## src/rtl/fetch_pc_gen_pkg.sv

```systemverilog
// Shared fetch definitions: RV32I control-flow opcodes and link registers.
// Imported by the PC generator and its decoder.
package fetch_pc_gen_pkg;

  localparam logic [6:0] OP_JAL    = 7'b1101111;
  localparam logic [6:0] OP_JALR   = 7'b1100111;
  localparam logic [6:0] OP_BRANCH = 7'b1100011;

  localparam logic [4:0] LINK_X1 = 5'd1;
  localparam logic [4:0] LINK_X5 = 5'd5;

  function automatic logic is_link(input logic [4:0] r);
    return (r == LINK_X1) || (r == LINK_X5);
  endfunction

endpackage

```

## src/rtl/fetch_imm_decode.sv

```systemverilog
// Combinational control-flow decode of the fetched word:
// opcode class, immediate and link-register hints.
module fetch_imm_decode
  import fetch_pc_gen_pkg::*;
(
  input  logic [31:0] instr,
  output logic        is_jal,
  output logic        is_jalr,
  output logic        is_branch,
  output logic [31:0] imme,
  output logic        rd_link,
  output logic        rs1_link
);

  logic [6:0] opcode;

  assign opcode    = instr[6:0];
  assign is_jal    = (opcode == OP_JAL);
  assign is_jalr   = (opcode == OP_JALR);
  assign is_branch = (opcode == OP_BRANCH);
  assign rd_link   = is_link(instr[11:7]);
  assign rs1_link  = is_link(instr[19:15]);

  always_comb begin
    imme = '0;
    unique case (1'b1)
      is_jal:
        imme = {{12{instr[31]}}, instr[19:12],
                instr[20], instr[30:21], 1'b0};
      is_jalr:
        imme = {{20{instr[31]}}, instr[31:20]};
      is_branch:
        imme = {{20{instr[31]}}, instr[7],
                instr[30:25], instr[11:8], 1'b0};
      default:
        imme = '0;
    endcase
  end

endmodule

```

## src/rtl/fetch_pc_gen.sv

```systemverilog
// Fetch PC generator with static jal/jalr/branch prediction,
// RAS push/pop hints and the fetch-to-ID pipeline register.
module fetch_pc_gen
  import fetch_pc_gen_pkg::*;
#(
  parameter logic [31:0] RESET_PC = 32'h0000_0000
) (
  input  logic        clk,
  input  logic        rst_n,
  input  logic        PL_stall,
  input  logic        PL_flush,
  input  logic [31:0] flush_target,
  input  logic [31:0] instr,
  input  logic        B_type_prediction_result,
  input  logic [31:0] jalr_pc_prediction,
  output logic [31:0] pc,
  output logic [31:0] pc_add_4,
  output logic [31:0] imme,
  output logic        ras_push,
  output logic        ras_pop,
  output logic        ras_rollback_push,
  output logic        ras_rollback_pop,
  output logic [31:0] pc_id,
  output logic        pred_taken_id,
  output logic [31:0] pred_target_id,
  output logic        valid_id
);

  logic        is_jal;
  logic        is_jalr;
  logic        is_branch;
  logic        rd_link;
  logic        rs1_link;

  logic [31:0] pc_q, pc_d;
  logic [31:0] pc_id_q, pc_id_d;
  logic [31:0] tgt_id_q, tgt_id_d;
  logic        taken_id_q, taken_id_d;
  logic        valid_id_q, valid_id_d;
  logic        push_id_q, push_id_d;
  logic        pop_id_q, pop_id_d;

  logic        taken;
  logic        push_raw;
  logic        pop_raw;
  logic        issue;
  logic [31:0] pred_pc;

  fetch_imm_decode u_dec (
    .instr     (instr),
    .is_jal    (is_jal),
    .is_jalr   (is_jalr),
    .is_branch (is_branch),
    .imme      (imme),
    .rd_link   (rd_link),
    .rs1_link  (rs1_link)
  );

  assign pc       = pc_q;
  assign pc_add_4 = pc_q + 32'd4;

  assign taken    = is_jal | is_jalr |
                    (is_branch & B_type_prediction_result);
  assign push_raw = (is_jal | is_jalr) & rd_link;
  assign pop_raw  = is_jalr & rs1_link & ~rd_link;
  assign issue    = rst_n & ~PL_stall & ~PL_flush;

  assign ras_push = issue & push_raw;
  assign ras_pop  = issue & pop_raw;

  // Undo the RAS effect of the wrong-path op sitting in ID.
  assign ras_rollback_pop  = rst_n & PL_flush &
                             valid_id_q & push_id_q;
  assign ras_rollback_push = rst_n & PL_flush &
                             valid_id_q & pop_id_q;

  always_comb begin
    pred_pc = pc_add_4;
    if (is_jalr)
      pred_pc = jalr_pc_prediction;
    else if (taken)
      pred_pc = pc_q + imme;
  end

  always_comb begin
    pc_d       = pred_pc;
    pc_id_d    = pc_id_q;
    tgt_id_d   = tgt_id_q;
    taken_id_d = taken_id_q;
    valid_id_d = valid_id_q;
    push_id_d  = push_id_q;
    pop_id_d   = pop_id_q;
    if (PL_flush)
      pc_d = flush_target;
    else if (PL_stall)
      pc_d = pc_q;
    if (PL_flush) begin
      valid_id_d = 1'b0;
      taken_id_d = 1'b0;
      push_id_d  = 1'b0;
      pop_id_d   = 1'b0;
      if (!PL_stall) begin
        pc_id_d  = pc_q;
        tgt_id_d = pc_d;
      end
    end else if (!PL_stall) begin
      pc_id_d    = pc_q;
      tgt_id_d   = pc_d;
      taken_id_d = taken;
      valid_id_d = 1'b1;
      push_id_d  = push_raw;
      pop_id_d   = pop_raw;
    end
  end

  always_ff @(posedge clk) begin
    if (!rst_n) begin
      pc_q       <= RESET_PC;
      pc_id_q    <= '0;
      tgt_id_q   <= '0;
      taken_id_q <= 1'b0;
      valid_id_q <= 1'b0;
      push_id_q  <= 1'b0;
      pop_id_q   <= 1'b0;
    end else begin
      pc_q       <= pc_d;
      pc_id_q    <= pc_id_d;
      tgt_id_q   <= tgt_id_d;
      taken_id_q <= taken_id_d;
      valid_id_q <= valid_id_d;
      push_id_q  <= push_id_d;
      pop_id_q   <= pop_id_d;
    end
  end

  assign pc_id          = pc_id_q;
  assign pred_taken_id  = taken_id_q;
  assign pred_target_id = tgt_id_q;
  assign valid_id       = valid_id_q;

endmodule

```

## config.mk

```make
export PLATFORM = sky130hd
export DESIGN_NAME = fetch_pc_gen
export DESIGN_NICKNAME = d
export VERILOG_FILES = /design/src/rtl/fetch_pc_gen_pkg.sv /design/src/rtl/fetch_imm_decode.sv /design/src/rtl/fetch_pc_gen.sv
export SDC_FILE = /design/constraint.sdc
export NUM_CORES = 1
export LEC_CHECK = 0
export CORE_ASPECT_RATIO = 0.75
export CORE_MARGIN = 1.5
export CORE_UTILIZATION = 49
export DETAILED_ROUTE_END_ITERATION = 10
export GPL_ROUTABILITY_DRIVEN = 0
export GPL_TIMING_DRIVEN = 0
export PLACE_DENSITY = 0.87
export RECOVER_POWER = 25
export SLEW_MARGIN = 20
export SYNTH_ARGS = -nofsm -noshare
export SYNTH_HDL_FRONTEND = slang
export SYNTH_SLANG_ARGS = --single-unit
```

## constraint.sdc

```tcl
create_clock -name clk -period 6.3 [get_ports clk]
set_input_delay 0.63 -clock clk [delete_from_list [all_inputs] [get_ports clk]]
set_output_delay 0.63 -clock clk [all_outputs]
set_load 0.02 [all_outputs]
```

* Yosys cells after proc, flatten, opt, wreduce, memory -nomap -nowiden
Index checks and enable logic that the tools add are counted.
Word-level totals: output and inout bits 166, bits in registers 100, word-level logic and storage cells 42, bits of input ports 101
Cells by class: reductions and logical operators 3, multiplexer cells 5, equal/unequal tests 7, bitwise operators 18, add/sub/neg operators 2
Operators by type and width (number):
- 32-bit two-way mux | 4
- 32-bit case mux with 3 select lines | 1
- 32-bit by 3-bit adder with 32-bit output, second input constant | 1
- 32-bit adder | 1
- 7-bit == test, second input constant | 3
- 1-bit bitwise AND | 12
- 5-bit by 1-bit == test with 1-bit output, second input constant | 2
- 5-bit by 3-bit == test with 1-bit output, second input constant | 2
- 1-bit inverter | 4
- 1-bit logical OR | 2
- 1-bit bitwise OR | 2
- 2-bit OR reduction | 1

* Longest topological paths before layout
Gate-level depths: netlist of the first run.
word-level depth 7, gate-level depth with buffers 16, depth with buffers taken out 15

* Cells and area by module
From an unflattened synthesis of the first run, not the netlist that was laid out.
Unflattened totals: cells, all modules 983, area, all modules 7452.1 um2
Modules (own cells, without submodules):
- fetch_pc_gen | seq. area each 2001.9 um2, area each 7014.2 um2, cells each 918, times used 1
- fetch_imm_decode | seq. area each 0.0 um2, area each 437.9 um2, cells each 65, times used 1

* Worst setup path before layout of the first run
OpenSTA, ideal clock, no wires.
path type input-to-reg, start point input port instr[4], end point register pc_q[18] (netlist: pc[18]), stages on the path 16, data arrival time 4.212 ns, path slack 2.029 ns, setup time 0.059 ns, required time 6.241 ns, path through and4b_1 nand2_1 nor3_1 clkbuf_1 and2_1 ha_1 inv_1 fa_1 nand2b_1 a21o_1 a211oi_1 a211oi_1 o21a_1 xor2_1 a2111oi_0 o221a_2
On the way: word-level cells in the longest chain between the ends 7
Ends and longest elaborated chain:
- start, declared | RTL line fetch_pc_gen.sv:13 | input logic [31:0] instr,
- 7-bit == test, on equally long branches | RTL line fetch_imm_decode.sv:20, fetch_imm_decode.sv:18, fetch_imm_decode.sv:19
- 32-bit case mux with 3 select lines * | RTL line fetch_imm_decode.sv:26 | unique case (1'b1)
- net imme[0] | RTL line fetch_pc_gen.sv:18 | output logic [31:0] imme,
- 32-bit adder * | RTL line fetch_pc_gen.sv:82 | pred_pc = pc_q + imme;
- 32-bit two-way mux * | RTL line fetch_pc_gen.sv:81 | else if (taken)
- 32-bit two-way mux * | RTL line fetch_pc_gen.sv:79 | if (is_jalr)
- 32-bit two-way mux * | RTL line fetch_pc_gen.sv:95 | else if (PL_stall)
- 32-bit two-way mux * | RTL line fetch_pc_gen.sv:93 | if (PL_flush)
- end signal, assigned | RTL line fetch_pc_gen.sv:126 | pc_q <= pc_d;
- end, declared | RTL line fetch_pc_gen.sv:35 | logic [31:0] pc_q, pc_d;
The timed path passes the listed nets; every way through them passes the cells marked *. A chain may end at the register's enable or synchronous reset.

* Worst setup path after layout of the first run
start point input port instr[1], end point register tgt_id_q[18] (netlist: pred_target_id[18])
On the way: word-level cells in the longest chain between the ends 7
Ends and longest elaborated chain:
- 7-bit == test, on equally long branches | RTL line fetch_imm_decode.sv:20, fetch_imm_decode.sv:18, fetch_imm_decode.sv:19
- 32-bit case mux with 3 select lines, or another cell as far along | RTL line fetch_imm_decode.sv:26
- 32-bit adder or 1-bit bitwise OR (tied branches) | RTL line fetch_pc_gen.sv:82, fetch_pc_gen.sv:62
- 32-bit two-way mux | RTL line fetch_pc_gen.sv:81
- 32-bit two-way mux * | RTL line fetch_pc_gen.sv:79
- 32-bit two-way mux * | RTL line fetch_pc_gen.sv:95
- 32-bit two-way mux * | RTL line fetch_pc_gen.sv:93
- end signal, assigned | RTL line fetch_pc_gen.sv:128 | tgt_id_q <= tgt_id_d;
- end, declared | RTL line fetch_pc_gen.sv:37 | logic [31:0] tgt_id_q, tgt_id_d;
Mark *: on every way between the ends. The rest lies on a longest branch, timed or not.

==> key figures, run 1 <==
Run status
  • Status: finished, final reports clean

Synthesis
  • Async set-or-reset flop fraction in the synthesized netlist: 0
  • Syn. warnings: 0
  • Synthesized netlist cell count: ~970
  • Post-Syn Area: between 7000 and 8000 um^2
  • EDFF count, synth: 0
  • Main synth FF type: dfxtp_1
  • Unique masters post-synth: 70
  • Mean Syn Cell Area: around 7.5 um^2
  • Synth Net Count: around 1100
  • Yosys reg bits: 100
  • Seq/Total Area, Yosys: 0.276

Critical path
  • CP endpoint kind: flip-flop
  • WP depth: 17
  • CP Capture Point: pred_target_id[18]
  • Cell family with most CP delay: compound AO/OA/AOI/OAI gates
  • Worst-path cell chain: clkdlybuf4s50_1, and4b_1, nand2_1, nor3_1, clkbuf_1, and2_1, ha_1, inv_1, fa_1, nand2b_1, a21o_1, a211oi_1, a211oi_1, o21a_1, xor2_1, a2111oi_0, o221a_2
  • FF-to-FF End: pred_target_id[18]
  • Critical path class: in -> reg
  • Buffers and inverters on the worst path: 3
  • Critical Path RT: between 6 and 7 ns
  • CP max stage cell: a2111oi_0
  • Most used cell, CP: a211oi_1
  • Worst r2r path cells: 10
  • CP arrival: around 6.2 ns
  • CP startpoint kind: input pin
  • RR Startpoint: pc[1]
  • Worst reg2reg setup slack: about 2.6 ns
  • Setup crit start: instr[1]
  • Worst Path Max Fanout: 10
  • Max stage delay on crit path: about 0.69 ns

Place
  • PortBufs: 263
  • Post-DP HPWL: about 24000 um
  • Dpl cells: between 1000 and 1500

Final layout
  • Layout cells sized above 1: 0.0442
  • Nets: roughly 1400
  • Synth-to-layout area growth: 43.9%
  • Fillers: about 1200
  • Commonest non-fill, non-tap cell in the layout: clkdlybuf4s50_1
  • Core Util, Final: 0.721
  • Antenna Cells: 0
  • Post-Layout Cell Count: 1444
  • Most frequent cells in the layout: 198 x clkdlybuf4s50_1, 104 x nor2_1, 104 x nand2_1

CTS
  • H-Tree Depth: 3
  • CTS max path bufs: 2
  • CTS Sinks: 100
  • Hold_buf cts: 0
  • Total CTS buffers: 9
  • Post-CTS setup buffer count: 0
  • CTS clk-pin slew, worst paths: 0.08 ns
  • Insertion delay to the later sink of the worst-skew pair: ~0.37 ns
  • Cts repair resizes: 0
  • TritonCTS clock tree: done
  • Root Buffer: clkbuf_16

Global route
  • Vias in the first global route: 8370
  • Global-route wire length before repair: 46700 um
  • Total Routing Usage GR: 0.400
  • Largest net degree at the start of global routing: 24
  • Grt ovf: 0
  • Initial antenna violation count: 1

Route
  • Routed length per instance: about 22 um
  • Initial DRC Count: 1302
  • Post-Route WL: ~32000 um
  • Vias: 9138
  • Vias per cell: 6.33
  • Antenna Nets Post-Route: 0
  • DR pass1 iterations: 7
  • Residual DRC: 0

STA
  • Clock skew: 0.0123 ns
  • Worst slew pin tran: between 1 and 1.5 ns
  • Final setup viols: 0
  • Period utilization: 0.927
  • Peak Freq: about 170 MHz
  • RSZ-0062 raised after global routing: no
  • Min Tclk post-route: just under 6 ns
  • Final slew viol count: 0
  • Fin Setup TNS: 0 ns
  • Max-Slew Margin vs Limit: 0.269
  • Final Hold Fails: 0

Min path
  • Hold Path Class: reg -> reg

Die
  • I/O Pins: 267
  • CORE AREA: 14500 um^2
  • Die Wd: between 100 and 150 um
  • # rows: 38
  • Die H: 108 um
  • Die ar.: 15500 um^2
  • Initial Utilization: 0.501

Power
  • Max VDD drop: 148 uV
  • Overall power: 0.00177 W
  • Power Density: roughly 170 nW/um^2
  • Static Leakage: approximately 4.3 nW

Run
  • Max_cap viols: 0
[Yosys cell counts (all sizes together) (3+ instances only)]
library cell | count | area share
or3 | 6 | 0.0052
o21a | 5 | 0.0052
xnor2 | 34 | 0.041
o221a | 6 | 0.0093
nor3 | 23 | 0.016
buf | 21 | 0.019
a2111oi | 5 | 0.0060
nor2b | 3 | 0.0026
a21boi | 9 | 0.0093
and3 | 13 | 0.011
mux2i | 38 | 0.053
a41oi | 3 | 0.0047
nor3b | 3 | 0.0031
a22oi | 7 | 0.0073
nand2 | 104 | 0.054
o211ai | 12 | 0.012
xor2 | 12 | 0.015
nand2b | 3 | 0.0026
nor4b | 4 | 0.0048
o31ai | 5 | 0.0059
a31oi | 4 | 0.0035
o221ai | 6 | 0.0073
a21oi | 92 | 0.064
a211oi | 16 | 0.017
inv | 31 | 0.016
nor2 | 104 | 0.054
o21ai | 70 | 0.048
o311ai | 5 | 0.0060
o21bai | 4 | 0.0041
and4 | 8 | 0.0097
dfxtp | 100 | 0.28
a21o | 22 | 0.023
nand3 | 29 | 0.020
nand4 | 14 | 0.013
clkbuf | 50 | 0.026
ha | 32 | 0.055
nor4 | 10 | 0.012
or2 | 5 | 0.0043
and2 | 16 | 0.014
[power by group]
group          switching [W]  leakage, nW  total (W)  internal [W]
Sequential         0.0000480        0.821   0.000714      0.000666
Combinational       0.000262         3.32   0.000471      0.000209
Clock               0.000301        0.144   0.000583      0.000282
Total               0.000611         4.29    0.00177       0.00116
[kinds of logic (layout without fill, tap and decap cells)]
kind of cell	count (synthesis)	in the layout	share of synthesized area
AO/OA/AOI/OAI	293	293	0.260
XOR/XNOR	46	46	0.0556
adder cells (fa/ha/maj)	33	33	0.0580
buffers and inverters	102	381	0.0611
flip-flops	100	100	0.276
multiplexers	38	38	0.0525
AND/OR/NAND/NOR	353	353	0.236
[per-layer routing]
layer | GRT usage | vias to the layer above | part of all wire
met5 | 0 | - | 0
met4 | 0.190 | 0 | 0.050
met3 | 0.161 | 167 | 0.17
met2 | 0.581 | 814 | 0.40
met1 | 0.514 | 4121 | 0.37
li1 | - | 4036 | -
[worst min-delay path by stage]
| stage | startpoint | endpoint | slack, ns | cells past startpoint |
|---|---|---|---|---|
| 4_1_cts | pop_id_q | pop_id_q | 0.49 | 1 |
| 3_5_place_dp | pop_id_q | pop_id_q | 0.47 | 1 |
| 3_3_place_gp | push_id_q | push_id_q | 0.46 | 1 |
| 6_report | pop_id_q | pop_id_q | 0.49 | 1 |
| 2_1_floorplan | pop_id_q | pop_id_q | 0.45 | 1 |
| 5_1_grt | pop_id_q | pop_id_q | 0.51 | 1 |
[sequential cells by signal, summed over array words and instances, names as in the netlist]
| signal | count |
|---|---|
| pc_id | 32 |
| push_id_q | 1 |
| pc | 32 |
| pred_target_id | 32 |
| valid_id | 1 |
| pop_id_q | 1 |
| pred_taken_id | 1 |
[through the flow]
stage	setup WS [ns]	area, um^2	hold WS, ns
after floorplan	2.03	7240	0.453
after global placement	0.530	10100	0.460
after detailed placement	0.372	10100	0.470
after CTS	0.710	10400	0.489
after global routing	0.360	10400	0.507
final	0.458	10400	0.492
[worst reg2reg max path, stage by stage, from the launching register on]
cell and delay [ns]:
dfxtp_1 0.56, inv_1 0.14, fa_1 0.46, nand2b_1 0.20
a21o_1 0.23, a211oi_1 0.44, a211oi_1 0.23, o21a_1 0.23
xor2_1 0.19, a2111oi_0 0.69, o221a_2 0.32
[layout make-up]
type,instances,area [um^2],share of cell area
multi-input combinational,763,4800,0.461
timing repair buffer,263,2630,0.253
sequential,100,2000,0.192
buffer,71,327,0.0313
tap,200,250,0.0240
clock buffer,10,229,0.0220
inverter,31,116,0.0112
clock inverter,6,65.1,0.00624
Note: power is estimated with default switching activity, not from simulation.
==> inputs of run 2 (changes only) <==
--- a/config.mk
+++ b/config.mk
@@ -5,15 +5,17 @@
 export SDC_FILE = /design/constraint.sdc
 export NUM_CORES = 1
 export LEC_CHECK = 0
+export ABC_AREA = 1
 export CORE_ASPECT_RATIO = 0.75
 export CORE_MARGIN = 1.5
-export CORE_UTILIZATION = 49
+export CORE_UTILIZATION = 52
 export DETAILED_ROUTE_END_ITERATION = 10
 export GPL_ROUTABILITY_DRIVEN = 0
 export GPL_TIMING_DRIVEN = 0
-export PLACE_DENSITY = 0.87
+export PLACE_DENSITY = 0.88
 export RECOVER_POWER = 25
 export SLEW_MARGIN = 20
 export SYNTH_ARGS = -nofsm -noshare
 export SYNTH_HDL_FRONTEND = slang
 export SYNTH_SLANG_ARGS = --single-unit
+export TNS_END_PERCENT = 100
==> run 2 against run 1 <==
Net effect:
- combinational power grew 13%
- sequential cell count is the same
- clock skew shrank 0.0041 ns
- via count grew 20%
- critical path depth grew 6
- core utilization grew 2.7 points
- critical path type unchanged
- setup slack gained 1.4 ns
- largest power group unchanged
- maximum frequency grew 30%
- die area grew 8.6%
- critical endpoint is now pred_target_id[24]
- area after synthesis grew 15%
- sequential share of layout area shrank 1.9 points
- global-route usage grew 0.35 points
==> key figures, run 2 <==
Run status
  • Status: finished, final reports clean

Die
  • CORE AREA: roughly 15000 um^2
  • Initial Utilization: 0.541
  • Die Wd: about 150 um
  • I/O Pins: 267
  • Die ar.: 16900 um^2
  • Die H: around 110 um
  • # rows: 39

CTS
  • Hold_buf cts: 0
  • H-Tree Depth: 3
  • Root Buffer: clkbuf_16
  • TritonCTS clock tree: done
  • CTS max path bufs: 2
  • Insertion delay to the later sink of the worst-skew pair: 0.36 ns
  • Total CTS buffers: 9
  • CTS clk-pin slew, worst paths: around 0.07 ns
  • CTS Sinks: 100
  • Cts repair resizes: 0
  • Post-CTS setup buffer count: 0

Global route
  • GRT Max-Usage Layer: met2
  • Met3 GRT Util: 0.114
  • M1 GR Usage: 0.527
  • Grt ovf: 0
  • Global routing usage on met2: 0.622
  • Vias in the first global route: around 10000
  • Global-route wire length before repair: about 52000 um
  • Total Routing Usage GR: 0.403
  • Largest net degree at the start of global routing: 24
  • Initial antenna violation count: 0

Synthesis
  • Async set-or-reset flop fraction in the synthesized netlist: 0
  • Cell taking the most area after synthesis: dfxtp_1
  • EDFF count, synth: 0
  • Main combinational cell family by area after synthesis: simple AND/OR/NAND/NOR gates
  • Seq/Total Area, Yosys: 0.239
  • Mux share of post-synthesis cell area: 0
  • Synth Area in Simple Gates: 0.396
  • Syn. warnings: 0
  • Synth Area in XOR/XNOR: 0.0260
  • Main synth FF type: dfxtp_1
  • Yosys reg bits: 100
  • Yosys top cell area share: 0.239
  • Adder-cell share of the synthesized area: 0.0503
  • Synthesized netlist cell count: 1457
  • Post-synthesis compound-gate area fraction: 0.135
  • Largest cells by area after synthesis: dfxtp_1 24%, nand2_1 22%, inv_1 10%
  • Most common cell in the netlist: nand2_1
  • Top cells by count, synth: 483 x nand2_1, 224 x inv_1, 142 x nor2_1, 129 x a21oi_1, 100 x dfxtp_1
  • Mean Syn Cell Area: approximately 5.7 um^2
  • Unique masters post-synth: 48
  • Synth Net Count: 1591
  • Post-Syn Area: 8360 um^2

Critical path
  • Max stage delay on crit path: ~0.7 ns
  • CP endpoint kind: flip-flop
  • Worst-path cell chain: clkdlybuf4s50_1, nor2_4, nand4_1, inv_1, clkbuf_1, o21ai_0, o21ai_0, ha_1, nand2_1, nor2_1, inv_1, o21bai_1, nand2_1, nand3_1, nand2_1, nand3_1, nand2_1, nand2_1, nand2_1, nand2_1, nand3_1, nand2_1, inv_1
  • Critical path class: in -> reg
  • CP arrival: 4.75 ns
  • Worst Path Max Fanout: 10
  • Critical Path RT: about 6.6 ns
  • CP startpoint kind: input pin
  • Worst r2r path cells: 15
  • CP max stage cell: o21ai_0
  • Most used cell, CP: nand2_1

Route
  • Routed length per instance: 17.8 um
  • DR pass1 iterations: 7
  • Vias: 11000
  • Residual DRC: 0
  • Antenna Nets Post-Route: 0
  • Vias per cell: 5.64
  • Initial DRC Count: around 1400
  • Post-Route WL: approximately 35000 um

STA
  • Fin Setup TNS: 0 ns
  • Max-Slew Margin vs Limit: 0.467
  • Final setup viols: 0
  • Clock skew: 0.00818 ns
  • Period utilization: 0.712
  • Hold slack: between 0.4 and 0.5 ns
  • RSZ-0062 raised after global routing: no
  • Peak Freq: between 200 and 250 MHz
  • Min Tclk post-route: around 4.5 ns
  • Worst slew pin tran: approximately 0.79 ns
  • Final slew viol count: 0
  • Final Hold Fails: 0

Place
  • Post-DP HPWL: between 20000 and 30000 um
  • PortBufs: 266

Power
  • Max VDD drop: between 150 and 200 uV
  • Static Leakage: just under 6 nW
  • Overall power: between 0.0015 and 0.002 W
  • Power Density: approximately 160 nW/um^2

Final layout
  • Nets: approximately 1900
  • Antenna Cells: 0
  • Commonest non-fill, non-tap cell in the layout: nand2_1
  • Core Util, Final: 0.748
  • Fillers: roughly 1300
  • Most frequent cells in the layout: 483 x nand2_1, 224 x inv_1, 200 x clkdlybuf4s50_1
  • Synth-to-layout area growth: 38.3%
  • Layout cells sized above 1: 0.0564

Run
  • Max_cap viols: 0

Min path
  • WHS Path Cells: 2
  • Hold Path Class: reg -> reg
[run 2: cell types whose count changed after synthesis, moves of 21 or more]
cell,change
a21o_1,-21
a21oi_1,+37
clkbuf_1,-24
inv_1,+193
mux2i_1,-38
nand2_1,+379
nand3_1,+62
nor2_1,+38
xnor2_1,-30
[run 2: worst max-delay path: cells and delay by family]
kind	cells	cell delay, ns
simple gates	14	1.38
compound gates	3	1.28
buf+inv	5	1.02
fa+ha+maj	1	0.44
[run 2: final timing paths]
path                           from            endpoint  slack, ns
setup / recovery           instr[4]  pred_target_id[24]       1.82
hold / removal    pred_target_id[2]   pred_target_id[2]       0.48
setup reg to reg              pc[2]   pred_target_id[9]       3.52
hold reg to reg   pred_target_id[2]   pred_target_id[2]       0.48
[run 2: area by class of cell]
class	instances	area [um^2]	area share
Tap cell	205	256	0.0222
Sequential cell	100	2000	0.173
Inverter	230	863	0.0746
Buffer	64	422	0.0365
Multi-Input combinational cell	1063	5080	0.439
Clock buffer	10	229	0.0198
Clock inverter	6	55.1	0.00476
Timing Repair Buffer	266	2660	0.230
[run 2: power by group]
part | internal (W) | switching [W]
sequential | 0.000675 | 0.0000548
clock | 0.000276 | 0.000265
combinational | 0.000228 | 0.000303
total | 0.00118 | 0.000622
[run 2: stage by stage]
| step | worst slack [ns] | std cells | cell area (um^2) |
|---|---|---|---|
| 5_1_grt | 1.49 | 1944 | 11600 |
| 4_1_cts | 1.95 | 1944 | 11600 |
| 6_report | 1.82 | 1944 | 11600 |
| 3_3_place_gp | 1.62 | 1928 | 11300 |
| 3_5_place_dp | 1.61 | 1928 | 11300 |
| 2_1_floorplan | 2.77 | 1457 | 8360 |
[run 2: kinds of logic after synthesis]
kind of cell / count (synthesis)
flip-flops: 100
AO/OA/AOI/OAI: 215
XOR/XNOR: 24
buffers and inverters: 294
adder cells (fa/ha/maj): 33
AND/OR/NAND/NOR: 791
[run 2: metal layers]
| metal | routed length, um | vias to the layer above | part of all wire |
|---|---|---|---|
| met5 | 0 | - | 0 |
| met4 | 1590 | 0 | 0.046 |
| met3 | 5670 | 135 | 0.16 |
| met2 | 14500 | 921 | 0.42 |
| met1 | 12800 | 4803 | 0.37 |
| li1 | - | 5102 | - |
==> inputs of run 3 (changes only) <==
--- a/config.mk
+++ b/config.mk
@@ -8,11 +8,11 @@
 export ABC_AREA = 1
 export CORE_ASPECT_RATIO = 0.75
 export CORE_MARGIN = 1.5
-export CORE_UTILIZATION = 52
+export CORE_UTILIZATION = 43
 export DETAILED_ROUTE_END_ITERATION = 10
 export GPL_ROUTABILITY_DRIVEN = 0
 export GPL_TIMING_DRIVEN = 0
-export PLACE_DENSITY = 0.88
+export PLACE_DENSITY = 0.78
 export RECOVER_POWER = 25
 export SLEW_MARGIN = 20
 export SYNTH_ARGS = -nofsm -noshare
==> constraint.sdc (replaced) <==
create_clock -name clk -period 3.91 [get_ports clk]
set_input_delay 0.391 -clock clk [delete_from_list [all_inputs] [get_ports clk]]
set_output_delay 0.391 -clock clk [all_outputs]
set_load 0.02 [all_outputs]
==> run 3 against run 2 <==
Net effect:
- sequential power up 62%
- global-route usage shrank 5.7 points
- critical path depth rose by 3
- largest power group unchanged
==> key figures, run 3 (synthesized netlist as in run 2, its figures left out) <==
Critical path
  • Max stage delay on crit path: 0.47 ns
  • Worst Path Max Fanout: 10
  • WP depth: 26
  • Critical path class: in -> reg
  • CP endpoint kind: flip-flop
  • CP startpoint kind: input pin
  • Cell family with most CP delay: simple AND/OR/NAND/NOR gates
  • CP arrival: slightly below 4 ns
  • Most used cell, CP: nand2_1
  • Worst r2r path cells: 15
  • Buffers and inverters on the worst path: 6
  • Critical Path RT: around 4.2 ns
  • CP max stage cell: clkdlybuf4s50_1

STA
  • Fin Setup TNS: 0 ns
  • RSZ-0062 raised after global routing: yes
  • Period utilization: 0.942
  • Final Hold Fails: 0
  • Hold slack: 0.485 ns
  • Final setup viols: 0
  • Peak Freq: 272 MHz
  • Min Tclk post-route: around 3.7 ns
  • Final WS setup: around 0.23 ns
  • Final slew viol count: 0
  • Worst slew pin tran: roughly 0.74 ns
  • Clock skew: roughly 0.0077 ns
  • Max-Slew Margin vs Limit: 0.504

Route
  • Post-Route WL: 35700 um
  • Vias per cell: roughly 5.4
  • Residual DRC: 0
  • Vias: roughly 11000
  • Routed length per instance: between 15 and 20 um
  • Initial DRC Count: around 1400
  • DR pass1 iterations: 8
  • Antenna Nets Post-Route: 0

Global route
  • Initial antenna violation count: 0
  • Total Routing Usage GR: 0.346
  • Grt ovf: 0
  • Global-route wire length before repair: around 53000 um
  • Largest net degree at the start of global routing: 24
  • Vias in the first global route: 9810

CTS
  • CTS clk-pin slew, worst paths: around 0.08 ns
  • Root Buffer: clkbuf_16
  • TritonCTS clock tree: done
  • Insertion delay to the later sink of the worst-skew pair: 0.36 ns
  • CTS max path bufs: 2
  • Hold_buf cts: 0
  • Total CTS buffers: 9
  • CTS Sinks: 100
  • H-Tree Depth: 3

Place
  • Post-DP HPWL: roughly 29000 um
  • DP Area: 11300 um^2
  • PortBufs: approximately 270
  • Dpl cells: between 1500 and 2000
  • Place WS: -0.581 ns

Die
  • Die ar.: 20300 um^2
  • CORE AREA: approximately 19000 um^2
  • I/O Pins: ~270
  • Die H: around 120 um
  • Die Wd: around 160 um
  • # rows: 43
  • Initial Utilization: 0.445

Final layout
  • Commonest non-fill, non-tap cell in the layout: nand2_1
  • Fillers: roughly 1800
  • Nets: between 1500 and 2000
  • Synth-to-layout area growth: 39.8%
  • Antenna Cells: 0
  • Most frequent cells in the layout: 482 x nand2_1, 239 x clkdlybuf4s50_1, 222 x inv_1
  • Layout cells sized above 1: 0.0636
  • Design area: about 12000 um^2
  • Post-Layout Cell Count: roughly 2000

Power
  • Clock share of power: 0.303
  • Static Leakage: roughly 5.8 nW
  • Max VDD drop: 213 uV
  • Sw Ratio: 0.348
  • Comb pwr share: 0.295
  • Power Density: ~250 nW/um^2
  • Internal: 0.00191 W
  • Net Sw Power: between 0.001 and 0.0015 W
  • Reg power frac: 0.401

Run status
  • Status: finished, final reports clean

Min path
  • WHS Path Cells: 2
  • Hold Path Class: reg -> reg

Run
  • Max_cap viols: 0
[run 3: power groups by stage]
stage | logic, W | registers [W] | clock network (W)
floorplan | 0.000356 | 0.00125 | 0
global placement | 0.000844 | 0.00120 | 0
detailed placement | 0.000853 | 0.00120 | 0
CTS | 0.000859 | 0.00117 | 0.000875
global route | 0.000926 | 0.00118 | 0.000919
finish | 0.000866 | 0.00118 | 0.000890
[run 3: worst register-to-register path: stages (launching register included)]
cell	delay, ns
dfxtp_1	0.59
ha_1	0.37
or2_1	0.25
nand3b_1	0.10
nand2_1	0.11
nand2_1	0.09
nand2_1	0.11
or2_2	0.30
nand3_1	0.09
nand2_1	0.07
o21ai_0	0.21
nand2_1	0.13
nand2_1	0.11
nand3_1	0.11
nand2_1	0.08
inv_1	0.03
[run 3: area by class of cell]
type	count	area, um^2	share of cell area
buffer	63	420	0.0360
clock buffer	10	229	0.0196
clock inverter	6	56.3	0.00482
inverter	230	871	0.0745
multi-input combinational	1063	5100	0.436
sequential	100	2000	0.171
tap	247	309	0.0264
timing repair buffer	271	2700	0.231
timing repair inverter	1	5.00	0.000428
[run 3: routing by layer]
metal | global-route usage | part of all wire
met5 | 0 | 0
met4 | 0.147 | 0.039
met3 | 0.0839 | 0.15
met2 | 0.512 | 0.41
met1 | 0.477 | 0.41
[run 3: final timing paths]
path	startpoint	endpoint	slack (ns)
max reg2reg	pc[2]	pred_target_id[9]	1.08
max	instr[5]	pred_target_id[28]	0.23
min	pred_target_id[0]	pred_target_id[0]	0.48
min reg2reg	pred_target_id[0]	pred_target_id[0]	0.48
[run 3: per-stage QoR]
step / power [W] / util
CTS: 0.00291 / 0.619
finish: 0.00293 / 0.623
global placement: 0.00204 / 0.604
floorplan: 0.00160 / -
detailed placement: 0.00205 / 0.604
global route: 0.00303 / 0.623
[run 3: repair_timing]
action / in CTS / in global routing
setup buffers: 0 / 5
pin swaps: 0 / 1
gates cloned: 0 / 1
gates resized for setup: 1 / 11
setup endpoints to repair: 34 / 41
